### src/rtl/pio_pkg.sv
// pio_pkg: register map and mode encodings shared by the PIO input capture block
package pio_pkg;
  localparam logic [1:0] ADDR_DATA = 2'd0;
  localparam logic [1:0] ADDR_RSVD = 2'd1;
  localparam logic [1:0] ADDR_MASK = 2'd2;
  localparam logic [1:0] ADDR_EDGE = 2'd3;
  localparam int EDGE_RISE = 0;
  localparam int EDGE_FALL = 1;
  localparam int EDGE_ANY  = 2;
  localparam int IRQ_LEVEL = 0;
  localparam int IRQ_EDGE  = 1;
endpackage

### src/rtl/pio_sync_edge.sv
// pio_sync_edge: input synchronizer, delayed copy, arming counter and edge detection
module pio_sync_edge
  import pio_pkg::*;
#(
  parameter int WIDTH       = 32,
  parameter int SYNC_STAGES = 2,
  parameter int EDGE_MODE   = EDGE_RISE
) (
  input  logic             clk,
  input  logic             reset_n,
  input  logic [WIDTH-1:0] in_i,
  output logic [WIDTH-1:0] data_o,
  output logic [WIDTH-1:0] edge_o
);
  localparam int ARM_MAX = SYNC_STAGES + 1;
  localparam int AW      = $clog2(ARM_MAX + 1);
  logic [WIDTH-1:0] sync_q [SYNC_STAGES];
  logic [WIDTH-1:0] prev_q;
  logic [WIDTH-1:0] raw;
  logic [AW-1:0]    arm_q, arm_d;
  logic             armed;
  assign data_o = sync_q[SYNC_STAGES-1];
  // edges stay masked until reset-time garbage has flushed through the chain and prev
  assign armed  = arm_q == AW'(ARM_MAX);
  assign arm_d  = armed ? arm_q : arm_q + 1'b1;
  assign raw    = EDGE_MODE == EDGE_RISE ? data_o & ~prev_q :
                  EDGE_MODE == EDGE_FALL ? ~data_o & prev_q : data_o ^ prev_q;
  assign edge_o = armed ? raw : '0;
  always_ff @(posedge clk or negedge reset_n) begin
    if (!reset_n) begin
      for (int i = 0; i < SYNC_STAGES; i++) sync_q[i] <= '0;
      prev_q <= '0;
      arm_q  <= '0;
    end else begin
      sync_q[0] <= in_i;
      for (int i = 1; i < SYNC_STAGES; i++) sync_q[i] <= sync_q[i-1];
      prev_q <= data_o;
      arm_q  <= arm_d;
    end
  end
endmodule

### src/rtl/pio_in_capture.sv
// pio_in_capture: synchronized parallel input port with edge capture, irq mask and bus readback
module pio_in_capture
  import pio_pkg::*;
#(
  parameter int WIDTH       = 32,
  parameter int SYNC_STAGES = 2,
  parameter int EDGE_MODE   = EDGE_RISE,
  parameter int IRQ_MODE    = IRQ_LEVEL
) (
  input  logic             clk,
  input  logic             reset_n,
  input  logic [1:0]       address,
  input  logic             chipselect,
  input  logic             write_n,
  input  logic [31:0]      writedata,
  input  logic [WIDTH-1:0] in_port,
  output logic [31:0]      readdata,
  output logic             irq
);
  logic [WIDTH-1:0] data, edges, wdata;
  logic [WIDTH-1:0] mask_q, mask_d, cap_q, cap_d;
  logic [31:0]      rd_d;
  logic             wr;
  pio_sync_edge #(
    .WIDTH      (WIDTH),
    .SYNC_STAGES(SYNC_STAGES),
    .EDGE_MODE  (EDGE_MODE)
  ) u_sync (
    .clk    (clk),
    .reset_n(reset_n),
    .in_i   (in_port),
    .data_o (data),
    .edge_o (edges)
  );
  assign wr    = chipselect & ~write_n;
  assign wdata = WIDTH'(writedata);
  // a new edge wins over a same-cycle clear so no event is lost
  always_comb begin
    mask_d = wr && address == ADDR_MASK ? wdata : mask_q;
    cap_d  = (cap_q & ~(wr && address == ADDR_EDGE ? wdata : '0)) | edges;
    rd_d   = address == ADDR_DATA ? 32'(data) :
             address == ADDR_MASK ? 32'(mask_q) :
             address == ADDR_EDGE ? 32'(cap_q) : 32'h0;
  end
  assign irq = IRQ_MODE == IRQ_EDGE ? |(cap_q & mask_q) : |(data & mask_q);
  always_ff @(posedge clk or negedge reset_n) begin
    if (!reset_n) begin
      mask_q   <= '0;
      cap_q    <= '0;
      readdata <= '0;
    end else begin
      mask_q   <= mask_d;
      cap_q    <= cap_d;
      readdata <= rd_d;
    end
  end
endmodule

### config.mk
export PLATFORM = sky130hd
export DESIGN_NAME = pio_in_capture
export DESIGN_NICKNAME = d
export VERILOG_FILES = /design/src/rtl/pio_pkg.sv /design/src/rtl/pio_sync_edge.sv /design/src/rtl/pio_in_capture.sv
export SDC_FILE = /design/constraint.sdc
export NUM_CORES = 1
export LEC_CHECK = 0
export ABC_AREA = 1
export CAP_MARGIN = 40
export CORE_UTILIZATION = 70
export CTS_BUF_LIST = sky130_fd_sc_hd__clkbuf_4
export CTS_CLUSTER_SIZE = 16
export DETAILED_ROUTE_END_ITERATION = 10
export DONT_BUFFER_PORTS = 1
export PLACE_DENSITY = 0.83
export SYNTH_ARGS = -nofsm -noshare
export SYNTH_HDL_FRONTEND = slang
export SYNTH_SLANG_ARGS = --single-unit
### constraint.sdc
create_clock -name clk -period 1.95 [get_ports clk]
set_input_delay 0.195 -clock clk [delete_from_list [all_inputs] [get_ports clk]]
set_output_delay 0.195 -clock clk [all_outputs]
set_load 0.005 [all_outputs]
==> qor.csv <==
metric,value,unit
simple-gate share of the synthesized area,0.157,
WHS,-0.668,ns
Synth area leader,dfrtp_1,
Pleak,3.63,nW
post-synthesis mux area share,0.00169,
R2R Path Start,u_sync.arm_q[0],
"Cell Area, Synth",6660,um^2
layout cells sized above 1,0.0623,
PostCTS Resize Cnt,0,
total power,7.12,mW
path type of the worst min-delay path,in -> async,
FF-to-FF setup slack,0.45,ns
number of port buffers,0,
Post-Syn Nets,682,
gp weighted congestion,0.778,
Fmax achieved,0.563,GHz
"Hold Vio Cnt, Final",194,
Overflow after GRT,0,
Die X,99.6,um
"CTS clk-pin slew, worst paths",0.17,ns
CP Data Required Time,1.75,ns
Max Cap Viol,0,
Tcrit/Tclk final,0.910,
RSZ-0062 raised after global routing,no,
setup TNS,0,ns
clock tree buffer depth,2,
most frequent cell after synthesis,nand2_1,
Tmin final,1.77,ns
DRC violations left,0,
Synth top cells by count,"nand2_1, dfrtp_1, o21ai_1, inv_1, nand3_1",
Via density,5.49,
Die Span Y,99.6,um
largest cells by area after synthesis,"dfrtp_1, nand2_1, o21ai_1",
startpoint types,flip-flop,
die outline area,9910,um^2
worst-margin pin slew,0.722,ns
Starting Density,0.721,
Post-synth ARST share,1.00,
post-route insts no fill,819,
Root Driver,clkbuf_4,
power density cells,930,nW/um^2
number of iterations in the first detailed-routing pass,5,
clock sinks,194,
slew margin rel.,0.518,
wire per inst,16.8,um
sequential area share after synthesis,0.729,
# hold bufs at CTS,64,
Buf/Inv on CP,0,
wire length of the first global-routing pass,22000,um
Seq cells post-synth,194,
# diodes,0,
share of the synthesized area in the top cell type,0.729,
IO Pins,103,
clock latency on the worst-skew pair,0.56,ns
vias in the first global route,4604,
DP Wirelength,7530,um
FP Rows,35,
main combinational cell family by area after synthesis,simple AND/OR/NAND/NOR gates,
Routed WL,13800,um
R2R depth,4,
H-Tree Depth,4,
clk_skew,0.0264,ns
status,finished with violations,
post-route ant nets,0,
initial antenna violation count,0,
Final setup viols,0,
syn avg cell area,10.9,um^2
Max rail drop VDD,0.776,mV
post-synthesis compound-gate area fraction,0.0706,
post-CTS setup buffers,0,
gr usage total,0.305,
CP peak stage delay,0.44,ns
Synth Area in Adders,0.00188,
FF-to-FF End,cap_q[1],
crit end category,output port,
failing checks,negative hold slack,
largest net degree at the start of global routing,195,
final slew viol count,0,
Yosys cell types,17,
via count,4494,
post-synthesis xor/xnor area fraction,0.00131,
Placed Cells,724,
P&R area growth vs syn,14.8,%
Iteration-0 DRC Markers,253,
"Slowest-stage cell, CP",dfrtp_1,
"Top FF cell, synth",dfrtp_1,
"delay-heaviest family, CP",simple AND/OR/NAND/NOR gates,
WP data arrival,1.58,ns
Synth Instances,611,
core area,9240,um^2
type of the worst setup path,reg -> out,
critical-path maximum fanout,4,
cells along the critical path,"nand2_1, nand2_1, nor2_1, nand2_1, nor2_1, nand2_1",
CTS tree,done,
fin nets,749,
Post-synth EDFFs,0,
cts bufs inserted,17,
cell repeated most along the worst path,nand2_1,
synth warn,0,
==> layout by cell type (no fill, tap or decap), types with 2 or more instances in the layout <==
cell type	netlist	routed
nor2_1	12	11
nand2_1	214	214
nand3b_1	2	2
o21ai_0	4	4
inv_2	2	2
nand3_1	32	32
dlygate4sd3_1	0	64
nand2_2	2	2
dfrtp_1	194	194
o21ai_1	90	90
buf_4	0	5
clkbuf_4	0	19
inv_6	0	3
clkinv_2	0	2
inv_1	33	33
clkinvlp_4	0	4
==> where the power goes <==
| group | internal, mW | switching, mW | total, mW |
|---|---|---|---|
| Clock | 0.659 | 1.29 | 1.95 |
| Combinational | 0.266 | 0.326 | 0.592 |
| Sequential | 4.36 | 0.220 | 4.58 |
==> layout make-up <==
class | count | area (um^2)
Multi-Input combinational cell | 360 | 1550
Clock buffer | 19 | 143
Timing Repair Buffer | 70 | 698
Tap cell | 129 | 161
Fill cell | 487 | 1590
Clock inverter | 12 | 109
Inverter | 35 | 131
Sequential cell | 194 | 4850
==> worst max path at each step <==
stage,from,end,slack [ns],depth (start not counted)
after global placement,u_sync.arm_q[0],u_sync.arm_q[1],0.54,2
final,u_sync.data_o[27],irq,0.18,6
after detailed placement,u_sync.arm_q[0],cap_q[1],0.46,4
after CTS,u_sync.data_o[23],irq,0.12,6
after global routing,u_sync.data_o[23],irq,0.02,6
after floorplan,u_sync.arm_q[0],cap_q[10],0.81,5
==> logic make-up (layout without fill, tap and decap cells) <==
kind of cell,after synthesis,in the layout
compound gates,94,94
xor+xnor,1,1
fa+ha+maj,1,1
buf+inv,57,136
flops,194,194
mux,1,1
simple gates,263,263
==> worst register-to-register path, delay by kind of cell (launching register included) <==
kind	cells	cell delay, ns
AOI/OAI and AO/OA	1	0.15
adders and majority gates	1	0.57
and+or+nand+nor	1	0.07
buffers and inverters	1	0.25
DFF	1	0.39
==> registers in the layout (all words and copies together) (netlist names) <==
| register | cells |
|---|---|
| u_sync.sync_q | 32 |
| cap_q | 32 |
| readdata | 32 |
| mask_q | 32 |
| u_sync.arm_q | 2 |
| u_sync.prev_q | 32 |
| u_sync.data_o | 32 |
==> per-layer routing <==
metal / routed length, um / share of wire / track usage
met1: 5360 / 0.39 / 0.381
met2: 7250 / 0.53 / 0.514
met3: 767 / 0.056 / 0.0787
met4: 374 / 0.027 / 0.123
met5: 0 / 0 / 0
==> metrics by stage <==
| step | area (um^2) | utilization | worst slack, ns |
|---|---|---|---|
| after floorplan | 6660 | - | 0.811 |
| after global placement | 6760 | 0.731 | 0.543 |
| after detailed placement | 6760 | 0.731 | 0.462 |
| after CTS | 7650 | 0.828 | 0.116 |
| after global routing | 7650 | 0.828 | 0.0177 |
| final | 7650 | 0.828 | 0.175 |
No activity file was read; power rests on OpenSTA's default activity.
==> RTL change, RTL diff (same flow settings) <==
`SYNC_STAGES` is set to 2 in 2 places; all go to 1.
--- a/src/rtl/pio_sync_edge.sv
+++ b/src/rtl/pio_sync_edge.sv
@@ -4,5 +4,5 @@
 #(
   parameter int WIDTH       = 32,
-  parameter int SYNC_STAGES = 2,
+  parameter int SYNC_STAGES = 1,
   parameter int EDGE_MODE   = EDGE_RISE
 ) (
--- a/src/rtl/pio_in_capture.sv
+++ b/src/rtl/pio_in_capture.sv
@@ -4,5 +4,5 @@
 #(
   parameter int WIDTH       = 32,
-  parameter int SYNC_STAGES = 2,
+  parameter int SYNC_STAGES = 1,
   parameter int EDGE_MODE   = EDGE_RISE,
   parameter int IRQ_MODE    = IRQ_LEVEL
Function: changed (Yosys sat finds a counterexample within 4 cycles, from zero or initial values and one cycle with reset_n low).
==> RTL change against the original RTL <==
The run still ends with negative hold slack left; worst setup slack got worse by 0.016 ns; total power fell by 9.3%; synthesized area fell by 12%; sequential cell count fell by 32; routed wire length fell by 5.2%; design area fell by 10%; final cell count fell by 6.1%; utilization rose by 1.2 points; largest cell class unchanged; highest routed layer unchanged.
==> RTL change: results <==
<?xml version="1.0" encoding="UTF-8"?>
<metrics>
  <group name="global_route">
    <metric name="grt_pass1_vias" unit="">4477</metric>
    <metric name="gr-usage-all-layers" unit="">0.333</metric>
    <metric name="largest_net_degree_at_the_start_of_global_routing" unit="">163</metric>
    <metric name="grt_pass1_wl" unit="µm">21400</metric>
  </group>
  <group name="status">
    <metric name="outcome" unit="">finished with violations</metric>
    <metric name="violations" unit="">negative hold slack</metric>
  </group>
  <group name="pwr">
    <metric name="powerDensity" unit="nW/µm²">940</metric>
    <metric name="seq_power_share" unit="">0.600</metric>
    <metric name="power.static_leakage" unit="nW">3.30</metric>
    <metric name="power.switching_fraction" unit="">0.268</metric>
    <metric name="vdd.ir_drop.worst" unit="V">0.000737</metric>
    <metric name="clockPowerShare" unit="">0.308</metric>
  </group>
  <group name="drt">
    <metric name="wirelength_met1" unit="µm">4910</metric>
    <metric name="detailedRoute.firstIterationViolations" unit="">276</metric>
    <metric name="routed-wl-met3" unit="µm">1010</metric>
    <metric name="avgViaCountPerCell" unit="">5.69</metric>
    <metric name="drt-wirelength-per-cell" unit="µm">17.0</metric>
    <metric name="detailed_route_wirelength_on_metal2" unit="µm">6840</metric>
  </group>
  <group name="logic_synthesis">
    <metric name="synthTopCellsByArea" unit="">dfrtp_1, nand2_1, o21ai_1</metric>
    <metric name="syn_nets" unit="">652</metric>
    <metric name="synth_commonest_cells" unit="">nand2_1, dfrtp_1, o21ai_1</metric>
    <metric name="post_synth_num_cell_types" unit="">16</metric>
    <metric name="synth.yosys.seq_area_share" unit="">0.691</metric>
  </group>
  <group name="worst_setup_path">
    <metric name="ff2ff_path_depth" unit="">5</metric>
    <metric name="worst_r2r_endpoint" unit="">cap_q[0]</metric>
    <metric name="cp_data_arrival_time" unit="ns">1.60</metric>
    <metric name="reg2reg_slack" unit="ns">0.70</metric>
  </group>
  <group name="placement">
    <metric name="gp_congestion" unit="">0.794</metric>
    <metric name="place.detailed.hpwl" unit="µm">7390</metric>
  </group>
  <group name="timing">
    <metric name="final_hold_viol_count" unit="">162</metric>
    <metric name="worst_pin_slew" unit="ns">0.408</metric>
    <metric name="finalClockSkew" unit="ns">0.0252</metric>
    <metric name="final.hold.worst_slack" unit="ns">-0.665</metric>
  </group>
  <group name="layout">
    <metric name="num-fill-cells" unit="">454</metric>
    <metric name="nets" unit="">722</metric>
  </group>
  <group name="clock_tree">
    <metric name="cts_htree_levels" unit="">4</metric>
    <metric name="clkSlewWorstSetupHoldPaths" unit="ns">0.14</metric>
    <metric name="worstSkewPairLatency" unit="ns">0.54</metric>
    <metric name="cts_max_path_buffers" unit="">2</metric>
    <metric name="cts_hold_repair.buffers" unit="">64</metric>
  </group>
</metrics>
[RTL change: critical path, cell delays in order, from the launching register on]
cell	delay (ns)
dfrtp_1	0.45
nand2_1	0.09
nand2_1	0.07
nor2_1	0.18
nand2_1	0.07
nor2_1	0.10
nand2_1	0.10
[RTL change: worst max path at each step]
stage	cells past startpoint	to	startpoint
finish	6	irq	u_sync.data_o[20]
detailed placement	6	cap_q[0]	chipselect
CTS	6	irq	u_sync.data_o[20]
global route	6	irq	u_sync.data_o[20]
global placement	6	cap_q[0]	chipselect
floorplan	6	cap_q[10]	u_sync.arm_q[0]
[RTL change: per-stage QoR]
stage | setup slack, ns | instances | hold WS [ns] | area [µm²] | utilization
final | 0.159 | 769 | -0.665 | 6870 | 0.840
after global routing | 0.0655 | 769 | -0.720 | 6870 | 0.840
after CTS | 0.173 | 769 | -0.693 | 6870 | 0.840
after detailed placement | 0.545 | 673 | -0.0975 | 5940 | 0.726
after global placement | 0.628 | 673 | -0.0976 | 5940 | 0.726
after floorplan | 0.736 | 581 | -0.101 | 5860 | -
[RTL change: layout make-up]
class | instances | area [µm²] | area share
timing repair buffer | 73 | 708 | 0.103
multi-input combinational | 361 | 1550 | 0.226
clock buffer | 18 | 135 | 0.0197
tap | 105 | 131 | 0.0191
clock inverter | 14 | 155 | 0.0226
inverter | 36 | 135 | 0.0197
sequential | 162 | 4050 | 0.590
[RTL change: cells by family (layout without fill, tap and decap cells)]
family	count (synthesis)	in the layout	share of synthesized area
fa+ha+maj	1	1	0.00213
xor+xnor	1	1	0.00149
simple gates	264	264	0.179
compound gates	95	95	0.0811
buf+inv	58	141	0.0446
flops	162	162	0.691
[RTL change: routing by layer]
layer	global-route usage	vias to the layer above
met3	0.0789	33
li1	-	1991
met5	0	-
met1	0.418	2115
met4	0.129	0
met2	0.565	233
